File: src/rtl/phosphorus_pkg.sv
// Shared constants, tile-geometry helper and dispatcher state encoding.
package phosphorus_pkg;

    localparam int unsigned TILE_BITS = 256;
    localparam int unsigned TILE_PIX  = 32;

    // Number of texture-memory words that make up one tile.
    function automatic int unsigned words_per_tile(input int unsigned word_w);
        return TILE_BITS / word_w;
    endfunction

    typedef enum logic [1:0] {
        IDLE  = 2'd0,
        FETCH = 2'd1,
        DRAIN = 2'd2,
        BCAST = 2'd3
    } disp_state_e;

endpackage

File: src/rtl/sprite_tile_dispatcher_assembler.sv
// Shadow tile register filled by indexed word writes; exposes its next value
// so the final word can be forwarded in the same cycle it is written.
module tile_word_assembler
    import phosphorus_pkg::*;
#(
    parameter  int unsigned WORD_W = 32,
    localparam int unsigned WORDS  = words_per_tile(WORD_W),
    localparam int unsigned IDX_W  = $clog2(WORDS)
) (
    input  logic                 clk,
    input  logic                 reset,
    input  logic                 i_wr_en,
    input  logic [IDX_W-1:0]     i_wr_idx,
    input  logic [WORD_W-1:0]    i_wr_data,
    output logic [TILE_BITS-1:0] o_tile_next_c
);

    logic [TILE_BITS-1:0] tile_q;
    logic [TILE_BITS-1:0] tile_d;

    // Merge the incoming word into its slot of the shadow tile.
    always_comb begin
        tile_d = tile_q;
        if (i_wr_en) begin
            tile_d[32'(i_wr_idx) * WORD_W +: WORD_W] = i_wr_data;
        end
    end

    assign o_tile_next_c = tile_d;

    // Shadow register.
    always_ff @(posedge clk or posedge reset) begin
        if (reset) begin
            tile_q <= '0;
        end else begin
            tile_q <= tile_d;
        end
    end

endmodule

File: src/rtl/sprite_tile_dispatcher.sv
// Accepts sprite descriptors, fetches the 256-bit texture tile word by word and
// broadcasts tile, start column and depth to the pixel array with one ena pulse.
module sprite_tile_dispatcher
    import phosphorus_pkg::*;
#(
    parameter int unsigned TEX_ADDR_W = 12,
    parameter int unsigned WORD_W     = 32
) (
    input  logic                  clk,
    input  logic                  reset,
    input  logic                  i_desc_valid,
    output logic                  o_desc_ready,
    input  logic [3:0]            i_desc_x,
    input  logic [7:0]            i_desc_z,
    input  logic [TEX_ADDR_W-1:0] i_desc_base,
    output logic                  o_tex_rd_en,
    output logic [TEX_ADDR_W-1:0] o_tex_addr,
    input  logic [WORD_W-1:0]     i_tex_rdata,
    output logic [TILE_BITS-1:0]  o_texture_data,
    output logic [3:0]            o_start_x,
    output logic [7:0]            o_position_z,
    output logic                  o_ena,
    output logic                  o_busy
);

    localparam int unsigned WORDS = words_per_tile(WORD_W);
    localparam int unsigned IDX_W = $clog2(WORDS);

    disp_state_e           state_q,   state_d;
    logic [IDX_W-1:0]      k_q,       k_d;
    logic [TEX_ADDR_W-1:0] addr_q,    addr_d;
    logic                  rd_en_q,   rd_en_d;
    logic                  rvalid_q,  rvalid_d;
    logic [IDX_W-1:0]      ridx_q,    ridx_d;
    logic [3:0]            x_pend_q,  x_pend_d;
    logic [7:0]            z_pend_q,  z_pend_d;
    logic [TILE_BITS-1:0]  tex_q,     tex_d;
    logic [3:0]            start_x_q, start_x_d;
    logic [7:0]            pos_z_q,   pos_z_d;
    logic                  ena_q,     ena_d;
    logic                  ready_q,   ready_d;
    logic                  busy_q,    busy_d;
    logic [TILE_BITS-1:0]  tile_next_c;

    tile_word_assembler #(
        .WORD_W (WORD_W)
    ) u_asm (
        .clk           (clk),
        .reset         (reset),
        .i_wr_en       (rvalid_q),
        .i_wr_idx      (ridx_q),
        .i_wr_data     (i_tex_rdata),
        .o_tile_next_c (tile_next_c)
    );

    // Next-state, fetch sequencing and broadcast output logic.
    always_comb begin
        state_d   = state_q;
        k_d       = k_q;
        addr_d    = addr_q;
        rd_en_d   = 1'b0;
        x_pend_d  = x_pend_q;
        z_pend_d  = z_pend_q;
        tex_d     = tex_q;
        start_x_d = start_x_q;
        pos_z_d   = pos_z_q;
        ena_d     = 1'b0;
        // Read data returns one cycle after the strobe; track which word it is.
        rvalid_d  = rd_en_q;
        ridx_d    = k_q;

        unique case (state_q)
            IDLE: begin
                if (i_desc_valid && ready_q) begin
                    state_d  = FETCH;
                    rd_en_d  = 1'b1;
                    addr_d   = i_desc_base;
                    k_d      = '0;
                    x_pend_d = i_desc_x;
                    z_pend_d = i_desc_z;
                end
            end
            FETCH: begin
                if (k_q == IDX_W'(WORDS - 1)) begin
                    state_d = DRAIN;
                end else begin
                    rd_en_d = 1'b1;
                    addr_d  = addr_q + TEX_ADDR_W'(1);
                    k_d     = k_q + IDX_W'(1);
                end
            end
            DRAIN: begin
                // Last word lands this cycle; forward it straight into the output.
                state_d   = BCAST;
                ena_d     = 1'b1;
                tex_d     = tile_next_c;
                start_x_d = x_pend_q;
                pos_z_d   = z_pend_q;
            end
            BCAST: begin
                state_d = IDLE;
            end
            default: begin
                state_d = IDLE;
            end
        endcase

        ready_d = (state_d == IDLE);
        busy_d  = (state_d != IDLE);
    end

    // State and output registers.
    always_ff @(posedge clk or posedge reset) begin
        if (reset) begin
            state_q   <= IDLE;
            k_q       <= '0;
            addr_q    <= '0;
            rd_en_q   <= 1'b0;
            rvalid_q  <= 1'b0;
            ridx_q    <= '0;
            x_pend_q  <= '0;
            z_pend_q  <= '0;
            tex_q     <= '0;
            start_x_q <= '0;
            pos_z_q   <= '0;
            ena_q     <= 1'b0;
            ready_q   <= 1'b1;
            busy_q    <= 1'b0;
        end else begin
            state_q   <= state_d;
            k_q       <= k_d;
            addr_q    <= addr_d;
            rd_en_q   <= rd_en_d;
            rvalid_q  <= rvalid_d;
            ridx_q    <= ridx_d;
            x_pend_q  <= x_pend_d;
            z_pend_q  <= z_pend_d;
            tex_q     <= tex_d;
            start_x_q <= start_x_d;
            pos_z_q   <= pos_z_d;
            ena_q     <= ena_d;
            ready_q   <= ready_d;
            busy_q    <= busy_d;
        end
    end

    assign o_desc_ready   = ready_q;
    assign o_tex_rd_en    = rd_en_q;
    assign o_tex_addr     = addr_q;
    assign o_texture_data = tex_q;
    assign o_start_x      = start_x_q;
    assign o_position_z   = pos_z_q;
    assign o_ena          = ena_q;
    assign o_busy         = busy_q;

endmodule
File: config.mk
export PLATFORM = sky130hd
export DESIGN_NAME = sprite_tile_dispatcher
export DESIGN_NICKNAME = d
export VERILOG_FILES = /design/src/rtl/phosphorus_pkg.sv /design/src/rtl/sprite_tile_dispatcher_assembler.sv /design/src/rtl/sprite_tile_dispatcher.sv
export SDC_FILE = /design/constraint.sdc
export NUM_CORES = 1
export LEC_CHECK = 0
export BUFFER_PORTS_ARGS = -buffer_cell sky130_fd_sc_hd__buf_2
export CAP_MARGIN = 10
export CORE_MARGIN = 8
export CORE_UTILIZATION = 40
export DETAILED_ROUTE_END_ITERATION = 6
export PLACE_DENSITY_LB_ADDON = 0.05
export SLEW_MARGIN = 40
export SYNTH_ARGS = -nofsm -noshare
export SYNTH_HDL_FRONTEND = slang
export SYNTH_HIERARCHICAL = 1
export SYNTH_SLANG_ARGS = --single-unit
File: constraint.sdc
create_clock -name clk -period 11.85 [get_ports clk]
set_clock_uncertainty 0.1 [all_clocks]
set_input_delay 2.37 -clock clk [delete_from_list [all_inputs] [get_ports clk]]
set_output_delay 2.37 -clock clk [all_outputs]
set_load 0.005 [all_outputs]
# Word level (Yosys, flattened, before mapping)
# Cells that the tools add are included.
totals:
  reg_bits: 561
  elab_cells: 48
classes:
  reduce_logical: 7
  shifts: 2
  addsub: 3
  n_eq_ne: 6
  muxes: 15
ops:
  columns: ["cell", "n"]
  rows:
  - ["bitwise mux 256 bit", 1]
  - ["two-way mux 256 bit", 1]
  - ["variable shift 32 x 34 -> 256 bit (first input constant)", 1]
  - ["variable part select 32 x 34 -> 256 bit", 1]
  - ["negator 8 -> 34 bit", 1]
  - ["two-way mux 12 bit", 2]
  - ["case mux 12 bit (2 select lines)", 1]
  - ["adder 12 x 1 -> 12 bit (second input constant)", 1]
  - ["case mux 2 bit (4 select lines)", 1]
  - ["two-way mux 3 bit", 2]
  - ["case mux 3 bit (2 select lines)", 1]
  - ["== test 2 bit (second input constant)", 2]
  - ["logical NOT 2 bit", 2]
  - ["two-way mux 2 bit", 2]
  - ["!= test 2 bit (second input constant)", 2]
  - ["nonzero test 2 bit", 2]
  - ["adder 3 x 1 -> 3 bit (second input constant)", 1]
  - ["== test 3 bit (second input constant)", 1]
  - ["two-way mux 1 bit", 3]
  - ["AND reduction 3 bit", 1]
  - ["== test 2 x 1 -> 1 bit (second input constant)", 1]
  - ["case mux 1 bit (2 select lines)", 1]
  - ["AND reduction 2 bit", 1]
  - ["logical AND 1 bit", 1]

# Longest topological paths before layout
# Gate-level depths: netlist (run 1).
depth:
  word_depth: 4
  depth_mapped: 13
  depth_no_buf: 8

# Modules after synthesis
# Netlist (run 1), hierarchy kept.
modules_own_cells:
  columns: ["module", "seq_area_each_um2", "area_per_inst_um2", "n_inst", "cells_per_inst"]
  rows:
  - ["sprite_tile_dispatcher", 7633.6, 11713.7, 1, 1278]
  - ["tile_word_assembler", 6406.1, 10204.8, 1, 664]

# Worst setup path after synthesis (run 1)
# No wires, ideal clock.
synth_timing:
  path_kind: "input -> register"
  start: "in i_desc_valid"
  end: "reg x_pend_q[0]"
  arrival_time_ps: 3158
  stages: 3
  setup_slack_ps: 8464
  path_cell_list: "and4bb_4 > buf_4 > mux2_1"
synth_between:
  elab_chain_cells: 2
synth_rtl:
  columns: ["item", "line", "source"]
  rows:
  - ["start, declared", "sprite_tile_dispatcher.sv:11", "input logic i_desc_valid,"]
  - ["logical AND 1 bit", "sprite_tile_dispatcher.sv:74", "if (i_desc_valid && ready_q) begin"]
  - ["AND reduction 2 bit (no line)", null, null]
  - ["end signal, assigned", "sprite_tile_dispatcher.sv:136", "x_pend_q <= x_pend_d;"]
  - ["end, declared", "sprite_tile_dispatcher.sv:35", "logic [3:0] x_pend_q, x_pend_d;"]
# Every way passes these cells.
# A chain may end at the register's enable or synchronous reset.

==> results of run 1 <==
how the worst max path moves through the flow:
stage,endpoint,slack (ns)
2_1_floorplan,k_q[0]$_DFFE_PP0P_,0.95
3_3_place_gp,o_texture_data[132]$_DFFE_PP0P_,6.54
3_5_place_dp,o_texture_data[68]$_DFFE_PP0P_,7.26
4_1_cts,o_texture_data[134]$_DFFE_PP0P_,7.94
5_1_grt,o_texture_data[128]$_DFFE_PP0P_,7.67
6_report,o_texture_data[238]$_DFFE_PP0P_,8.00
sequential cells by signal, indices dropped and copies added (netlist names), 2 cells and up:
register,flops
k_q,3
o_position_z,8
o_start_x,4
o_tex_addr,12
o_texture_data,256
ridx_q,3
state_q,2
u_asm/tile_q,256
x_pend_q,4
z_pend_q,8
kinds of logic after synthesis:
family          after synthesis  synth area share
flops                       561            0.6405
simple gates                948            0.1780
buf+inv                     124           0.02769
compound gates               32          0.008848
mux                         271            0.1415
fa+ha+maj                     6          0.003425
worst register-to-register path, stage by stage, from the launching register on:
cell and delay (ns):
dfrtp_1 0.32, buf_4 0.40, inv_1 0.11, ha_1 0.23, ha_1 0.34, nor2b_1 0.18
nand4_1 0.62, buf_4 0.52, mux2_2 0.35, nand2_1 0.06, nand2_1 0.08
per-stage QoR:
step	setup WS [ns]	cell area, um^2	instances
floorplan	0.9507	21920	1942
global placement	6.545	24190	2904
detailed placement	7.260	24280	2906
CTS	7.937	26220	3015
global route	7.667	26230	3015
finish	8.002	26230	3016
cell type report:
cell class	instances	area [um^2]
fillers	5184	28430
flip-flops and latches	561	14040
multi-input cells	1257	7323
repair buffers	361	1922
clock buffers	93	1777
well taps	704	880.8
clock inverters	16	161.4
inverters	23	126.4
diodes	1	2.502
placed cells by master (no fill, tap or decap), types with 3 or more instances in the layout:
master	count
mux2_2	224
bufinv_16	3
nand3_1	5
a21oi_1	14
nand2b_1	4
nor2b_1	3
clkbuf_16	61
dfrtp_1	560
mux2_1	15
mux2i_1	14
buf_6	4
and2_1	64
o21ai_1	5
ha_1	6
nor2_1	7
nand2_1	832
clkinv_2	11
mux2_4	18
buf_2	342
clkbuf_8	13
nor3_2	3
buf_4	12
o31ai_1	3
inv_1	18
nor3_1	4
clkbuf_1	19
cells in the mapped netlist (all sizes together) (2+ instances only):
cell    number  area share
nand2      832        0.14
dfrtp      560        0.64
mux2       257        0.14
buf         75       0.019
and2        64       0.018
clkbuf      26      0.0045
inv         23      0.0041
a21oi       15      0.0036
mux2i       14      0.0064
nor2        10      0.0026
nor3         9      0.0025
o21ai        8      0.0020
ha           6      0.0034
nand3        6      0.0016
nand2b       5      0.0014
nand4        3      0.0015
nor2b        3     0.00086
nor3b        3      0.0013
nor4         3      0.0014
o31ai        3      0.0010
or4          3      0.0012
o22ai        2     0.00057
o32ai        2     0.00080
routing by layer:
metal,vias to the layer above,GRT usage,routed length [um]
li1,6846,-,-
met1,7565,0.2798,29040
met2,313,0.3254,30080
met3,93,0.03949,2980
met4,0,0.06651,1897
met5,-,0,0
power by group through the flow:
stage	logic, uW	clock network, uW	registers, uW
final	2320	1850	3340
after global routing	2610	1980	3440
after CTS	2380	1910	3350
after detailed placement	2360	0	3380
after global placement	2300	0	3350
after floorplan	1370	0	3250
==> impl_metrics.json, run 1 <==
{
  "outcome": "complete, no violations",
  "ctsResizeCount": 0,
  "seqPwrFrac": 0.444,
  "first_pass_iters": 4,
  "p_total_uw": 7511,
  "hold_depth": 0,
  "worstPathArrival_ns": 4.41,
  "r2r-start": "ridx_q[0]$_DFF_PP0_",
  "cp-end-kind": "async pin",
  "ir_drop_mv": 0.1359,
  "clockPowerShare": 0.247,
  "hp-class": "reg2reg",
  "tightest_slew_ns": 0.8555,
  "io_pins": 343,
  "area_growth_pct": 19.68,
  "die_h_um": 250.1,
  "cp.buffers_inverters": 4,
  "critPathSlowestCell": "buf_6",
  "hold_viol": 0,
  "syn_avg_cell_area_um2": 11.29,
  "timing.hold.ws_ns": 0.3344,
  "drtIter0Drc": 903,
  "power.density_nw_per_um2": 286.3,
  "swShare": 0.3314,
  "p_int_uw": 5022,
  "antenna_found_initial": 6,
  "crit_cells": 4,
  "worstHoldEndpoint": "ridx_q[0]$_DFF_PP0_",
  "synth-seq-cells": 561,
  "vias": 14817,
  "ys.flop_type": "dfrtp_1",
  "layout-drive-gt1-share": 0.3120,
  "fmax_ghz": 0.2599,
  "seq_area_frac_synth": 0.6405,
  "drc": 0,
  "postCtsSetupRepairBufs": 0,
  "rsz0062_at_grt": "no",
  "maxCapViolCount": 0,
  "initial_core_util": 0.4010,
  "cpPeakStageDelay_ns": 0.63,
  "nNetsFinal": 2328,
  "start_kind": "primary input",
  "core_um2": 54660,
  "combPwrFrac": 0.309,
  "power.switching_uw": 2489,
  "path_class": "in2async",
  "synthArstFlopShare": 1.000,
  "finalSetupTns_ns": 0,
  "hpwl_mm": 42.32,
  "min_period_ns": 3.848,
  "grt_max_degree": 132,
  "synth_edf_count": 0,
  "grt_pass1_wl_mm": 99.46,
  "grt_pass1_vias": 15803,
  "post-route-period-util": 0.3247,
  "critical_path.top_delay_family": "buffers and inverters",
  "synth.cell_area_um2": 21920,
  "clock_sinks": 561,
  "required_ns": 12.41,
  "r2r-end": "o_texture_data[3]$_DFFE_PP0P_",
  "die_area_um2": 62540,
  "r2r_cells": 10,
  "wl_per_cell_um": 21.22,
  "synth_fp_nets": 2007,
  "viasPerCell": 4.913,
  "grt_usage": 0.2042,
  "p_leak_uw": 0.01338,
  "row_count": 86,
  "crit_chain": "buf_2 > inv_12 > buf_6 > buf_6",
  "reg2reg_slack_ns": 8.43,
  "clk_latency_ns": 0.60,
  "cts_tree": "built",
  "cts_inserted_buffers": 59,
  "relSlewSlack": 0.4296,
  "crit_start": "reset",
  "syn_inst": 1942,
  "gr-total-overflow": 0,
  "numPortBuffers": 342,
  "place_congestion": 0.7601,
  "clk_path_buf_depth": 3,
  "slew_viol_final": 0,
  "cts_hold_buf": 0,
  "htreeDepth": 2,
  "clk_pin_slew_ns": 0.06,
  "ant_nets": 0,
  "final_core_util": 0.4799,
  "yosys_warnings": 6,
  "cts_root_buffer": "clkbuf_16",
  "totalWireLength_mm": 64.00,
  "die_w_um": 250.1,
  "worst-path-max-fanout": 119,
  "cpMostUsedCell": "buf_6",
  "setup_viol": 0,
  "yosysUniqueCellTypes": 52,
  "hp-start": "k_q[0]$_DFFE_PP0P_"
}
Power figures use the tool's default switching activity.
==> run 2: changes to the inputs <==
==> constraint.sdc (replaced) <==
create_clock -name clk -period 3.53 [get_ports clk]
set_clock_uncertainty 0.1 [all_clocks]
set_input_delay 0.706 -clock clk [delete_from_list [all_inputs] [get_ports clk]]
set_output_delay 0.706 -clock clk [all_outputs]
set_load 0.005 [all_outputs]
==> run 2 against run 1 <==
Net effect: non-clock buffer count rose by 10; first-iteration DRC count fell by 9.4%; final cell count rose by 0.23%; combinational power rose to 3.4 times the previous value; total power rose to 3.4 times the previous value; via count fell by 0.51%; setup slack got worse by 7.4 ns; register-to-register slack got worse by 7.8 ns.
==> impl_metrics.json, run 2 (same netlist as run 1, synthesis figures left out) <==
{
  "outcome": "complete, no violations",
  "relSlewSlack": 0.4990,
  "cts_root_buffer": "clkbuf_16",
  "drtIter0Drc": 818,
  "core_um2": 54660,
  "initial_core_util": 0.4010,
  "setup_viol": 0,
  "seq_area_um2": 14040,
  "tightest_slew_ns": 0.7515,
  "final_core_util": 0.4823,
  "final_cell_mix": "nand2_1, dfrtp_1, buf_2",
  "clk_path_buf_depth": 3,
  "cp-end-kind": "register",
  "cts_tree": "built",
  "die_w_um": 250.1,
  "io_pins": 343,
  "die_h_um": 250.1,
  "min_period_ns": 2.933,
  "fmax_ghz": 0.3410,
  "nFillCells": 5161,
  "ant_nets": 0,
  "grt_pass1_wl_mm": 98.70,
  "grt_usage": 0.2036,
  "setup_slack_ns": 0.5972,
  "place_congestion": 0.7605,
  "clock_sinks": 561,
  "grt_max_degree": 138,
  "row_count": 86,
  "maxCapViolCount": 0,
  "hp-start": "i_desc_z[2]",
  "numPortBuffers": 342,
  "first_pass_iters": 4,
  "rsz0062_at_grt": "no",
  "hpwl_mm": 42.13,
  "area_growth_pct": 20.27,
  "power.density_nw_per_um2": 957.0,
  "multiInputGateArea_um2": 7315,
  "gr-total-overflow": 0,
  "worstPathArrival_ns": 3.33,
  "hold_viol": 0,
  "cts_inserted_buffers": 59,
  "clk_latency_ns": 0.61,
  "ir_drop_mv": 0.4165,
  "antenna_found_initial": 5,
  "viasPerCell": 4.877,
  "htreeDepth": 2,
  "postCtsSetupRepairBufs": 0,
  "crit_start": "ridx_q[0]$_DFF_PP0_",
  "layout-drive-gt1-share": 0.3158,
  "hp-class": "in2reg",
  "drc": 0,
  "final_common_cell": "nand2_1",
  "slew_viol_final": 0,
  "r2r-start": "ridx_q[0]$_DFF_PP0_",
  "wl_per_cell_um": 21.34,
  "preCtsSetupSlack_ns": 0.6401,
  "clk_pin_slew_ns": 0.06,
  "vias": 14742,
  "start_kind": "register",
  "path_class": "reg2reg",
  "die_area_um2": 62540,
  "required_ns": 3.93,
  "hold_depth": 2,
  "timing.hold.ws_ns": 0.2167,
  "nNetsFinal": 2338,
  "worst-path-max-fanout": 31,
  "r2r_cells": 9,
  "totalWireLength_mm": 64.50,
  "post-route-period-util": 0.8308,
  "p_leak_uw": 0.01345,
  "grt_pass1_vias": 15626
}
==> run 2: changes by cell type in the layout (fill, tap and decap cells not counted), moves of 3 or more <==
cell,before,now
clkbuf_8,13,24
buf_6,4,0
clkinv_2,11,6
buf_4,12,18
buf_12,1,8
bufinv_16,3,0
clkbuf_1,19,14
==> run 2: through the flow <==
stage	total power (uW)	std cells	setup TNS (ns)	instance area [um^2]
finish	25230	3023	0	26360
global route	26930	3022	0	26360
detailed placement	19300	2914	0	24370
CTS	25640	3021	0	26330
floorplan	15530	1942	-571.01	21930
global placement	19010	2913	0	24340
==> run 2: metal layers <==
metal / track usage / routed length, um / vias up
li1: - / - / 6864
met1: 0.2757 / 29520 / 7494
met2: 0.3279 / 30140 / 296
met3: 0.05017 / 3422 / 86
met4: 0.04938 / 1405 / 2
met5: 0 / 11 / -
==> run 2: layout make-up <==
| type | instances | share of cell area |
|---|---|---|
| Clock buffer | 99 | 0.07243 |
| Tap cell | 704 | 0.03341 |
| Sequential cell | 561 | 0.5326 |
| Antenna cell | 1 | 0.00009493 |
| Timing Repair Buffer | 371 | 0.07860 |
| Multi-Input combinational cell | 1257 | 0.2775 |
| Clock inverter | 7 | 0.001471 |
| Inverter | 23 | 0.003939 |
==> run 2: timing repair <==
| action | in CTS | in global routing |
|---|---|---|
| hold buffers | 1 | 0 |
| resized for setup | 0 | 0 |
| hold endpoints to repair | 6 | 0 |
==> run 2: worst paths after layout <==
path / endpoint / slack (ns)
setup reg to reg: o_texture_data[151]$_DFFE_PP0P_ / 0.60
setup / recovery: o_texture_data[151]$_DFFE_PP0P_ / 0.60
max in group asynchronous: u_asm/tile_q[195]$_DFF_PP0_ / 1.83
hold / removal: z_pend_q[2]$_DFFE_PP0P_ / 0.22
hold reg to reg: ridx_q[1]$_DFF_PP0_ / 0.36
min in group asynchronous: u_asm/tile_q[224]$_DFF_PP0_ / 0.57
==> run 2: where the power goes <==
| group | leakage [uW] | switching (uW) | internal, uW | total [uW] |
|---|---|---|---|---|
| clock network | 0.000969 | 2560 | 3640 | 6200 |
| logic | 0.00569 | 4220 | 3690 | 7910 |
| registers | 0.00679 | 1570 | 9550 | 11100 |
==> run 2: critical path, stage by stage, from the launching register on <==
cell and delay [ns]:
dfrtp_1 0.36, inv_1 0.05, ha_1 0.21, ha_1 0.35
nand2_1 0.14, or4b_2 0.71, buf_4 0.35, mux2_4 0.39
nand2_1 0.06, nand2_1 0.05
==> run 3: changes to the inputs <==
==> constraint.sdc (replaced) <==
create_clock -name clk -period 2.45 [get_ports clk]
set_clock_uncertainty 0.1 [all_clocks]
set_input_delay 0.49 -clock clk [delete_from_list [all_inputs] [get_ports clk]]
set_output_delay 0.49 -clock clk [all_outputs]
set_load 0.005 [all_outputs]
==> run 3 against run 2 <==
Net effect: final cell count rose by 1.5%; count of clock-buffer cells in the layout fell by 9; die area did not move; global-route usage rose by 0.37 points; critical path depth increased by 1; critical endpoint is now o_texture_data[89]$_DFFE_PP0P_; largest power group unchanged.
==> impl_metrics.json, run 3 (same netlist as run 1, synthesis figures left out) <==
{
  "clock_sinks": 561,
  "clk_latency_ns": 0.61,
  "min_period_ns": 2.383,
  "reg2reg_slack_ns": 0.07,
  "power.density_nw_per_um2": 1375,
  "fmax_ghz": 0.4196,
  "timing.hold.ws_ns": 0.05280,
  "cts_root_buffer": "clkbuf_16",
  "clk_pin_slew_ns": 0.06,
  "maxCapViolCount": 0,
  "clk_path_buf_depth": 3,
  "critical_path.top_delay_family": "simple AND/OR/NAND/NOR gates",
  "die_w_um": 250.1,
  "p_leak_uw": 0.01382,
  "crit_chain": "inv_4 > ha_4 > ha_4 > buf_6 > nand3_1 > or4_4 > buf_12 > mux2_2 > nand2_1 > nand2_1",
  "crit_cells": 10,
  "viasPerCell": 4.914,
  "setup_viol": 0,
  "hpwl_mm": 43.86,
  "area_growth_pct": 23.85,
  "initial_core_util": 0.4010,
  "r2r-end": "o_texture_data[89]$_DFFE_PP0P_",
  "nNetsFinal": 2382,
  "die_h_um": 250.1,
  "grt_usage": 0.2072,
  "totalWireLength_mm": 65.38,
  "first_pass_iters": 5,
  "final_cell_mix": "nand2_1, dfrtp_1, buf_2",
  "grt_pass1_vias": 16086,
  "core_um2": 54660,
  "row_count": 86,
  "gr-total-overflow": 0,
  "vias": 15071,
  "tightest_slew_ns": 0.7766,
  "slew_viol_final": 0,
  "grt_max_degree": 143,
  "crit_end": "o_texture_data[89]$_DFFE_PP0P_",
  "crit_start": "ridx_q[0]$_DFF_PP0_",
  "htreeDepth": 2,
  "outcome": "complete, no violations",
  "start_kind": "register",
  "rsz0062_at_grt": "yes",
  "place_congestion": 0.7707,
  "antenna_found_initial": 7,
  "ant_nets": 0,
  "wl_per_cell_um": 21.32,
  "required_ns": 2.84,
  "cp-end-kind": "register",
  "final_common_cell": "nand2_1",
  "post-route-period-util": 0.9729,
  "cts_inserted_buffers": 60,
  "cts_tree": "built",
  "grt_pass1_wl_mm": 100.4,
  "numPortBuffers": 342,
  "r2r_cells": 10,
  "worst-path-max-fanout": 13,
  "die_area_um2": 62540,
  "preCtsSetupSlack_ns": -0.08281,
  "worstPathArrival_ns": 2.77,
  "cp.buffers_inverters": 3,
  "relSlewSlack": 0.4823,
  "hp-class": "in2reg",
  "setup_slack_ns": 0.06651,
  "r2r-start": "ridx_q[0]$_DFF_PP0_",
  "drc": 0,
  "critPathSlowestCell": "or4_4",
  "ir_drop_mv": 0.6358,
  "drtIter0Drc": 835,
  "hold_viol": 0,
  "io_pins": 343,
  "path_class": "reg2reg",
  "layout-drive-gt1-share": 0.3298,
  "cpPeakStageDelay_ns": 0.52
}
-- run 3: changes by cell type in the layout (fill, tap and decap cells not counted), moves of 3 or more --
cell	delta
bufinv_16	+5
buf_4	+6
mux2_1	-3
clkbuf_1	-3
buf_12	+16
buf_6	+7
mux2_4	+3
clkinv_2	+3
clkbuf_8	-6
dlygate4sd3_1	+12
-- run 3: layout make-up --
type	count	area, um^2
Fill cell	5190	27520
Sequential cell	561	14040
Multi-Input combinational cell	1257	7390
Timing Repair Buffer	414	2689
Clock buffer	90	1815
Tap cell	704	880.8
Clock inverter	17	221.5
Inverter	23	106.4
Antenna cell	1	2.502
-- run 3: how the worst min path moves through the flow --
stage,startpoint,end,depth (start not counted)
2_1_floorplan,o_tex_rd_en$_DFF_PP0_,rvalid_q$_DFF_PP0_,0
3_5_place_dp,z_pend_q[3]$_DFFE_PP0P_,o_position_z[3]$_DFFE_PP0P_,2
4_1_cts,i_desc_base[1],o_tex_addr[1]$_DFFE_PP0P_,3
3_3_place_gp,z_pend_q[4]$_DFFE_PP0P_,o_position_z[4]$_DFFE_PP0P_,2
5_1_grt,i_desc_base[4],o_tex_addr[4]$_DFFE_PP0P_,3
6_report,i_desc_base[1],o_tex_addr[1]$_DFFE_PP0P_,3
-- run 3: layer usage --
metal,share of wire,track usage
met1,0.44,0.2740
met2,0.48,0.3416
met3,0.049,0.04260
met4,0.028,0.06402
met5,0,0
-- run 3: report_power, final --
part           internal (uW)  leakage, uW  total (uW)  switching [uW]
Combinational           5730      0.00603       12000            6250
Sequential             13800      0.00679       16000            2260
Clock                   5600      0.00101        9310            3710
Total                  25100       0.0138       37300           12200
-- run 3: per-stage QoR --
stage / utilization / std cells / instance area (um^2) / setup TNS (ns) / power [uW]
2_1_floorplan: - / 1942 / 22110 / -1065.95 / 22680
3_3_place_gp: 0.4540 / 2940 / 24820 / -0.6454 / 27870
3_5_place_dp: 0.4540 / 2940 / 24820 / -2.423 / 28190
4_1_cts: 0.4955 / 3063 / 27080 / 0 / 37850
5_1_grt: 0.4966 / 3066 / 27140 / -0.1393 / 39800
6_report: 0.4966 / 3067 / 27150 / 0 / 37320
-- run 3: worst reg2reg max path: stages, from the launching register on --
cell	delay [ns]
dfrtp_2	0.39
inv_4	0.04
ha_4	0.16
ha_4	0.28
buf_6	0.10
nand3_1	0.07
or4_4	0.52
buf_12	0.20
mux2_2	0.29
nand2_1	0.07
nand2_1	0.05
-- run 3: repair_timing --
| item | in CTS | in global routing |
|---|---|---|
| pin swaps | 0 | 3 |
| cloned | 3 | 1 |
| hold buffers | 13 | 0 |
| setup endpoints to repair | 64 | 107 |
| setup buffers | 0 | 2 |
| gates resized for setup | 6 | 9 |
| endpoints found under the hold margin | 29 | 0 |
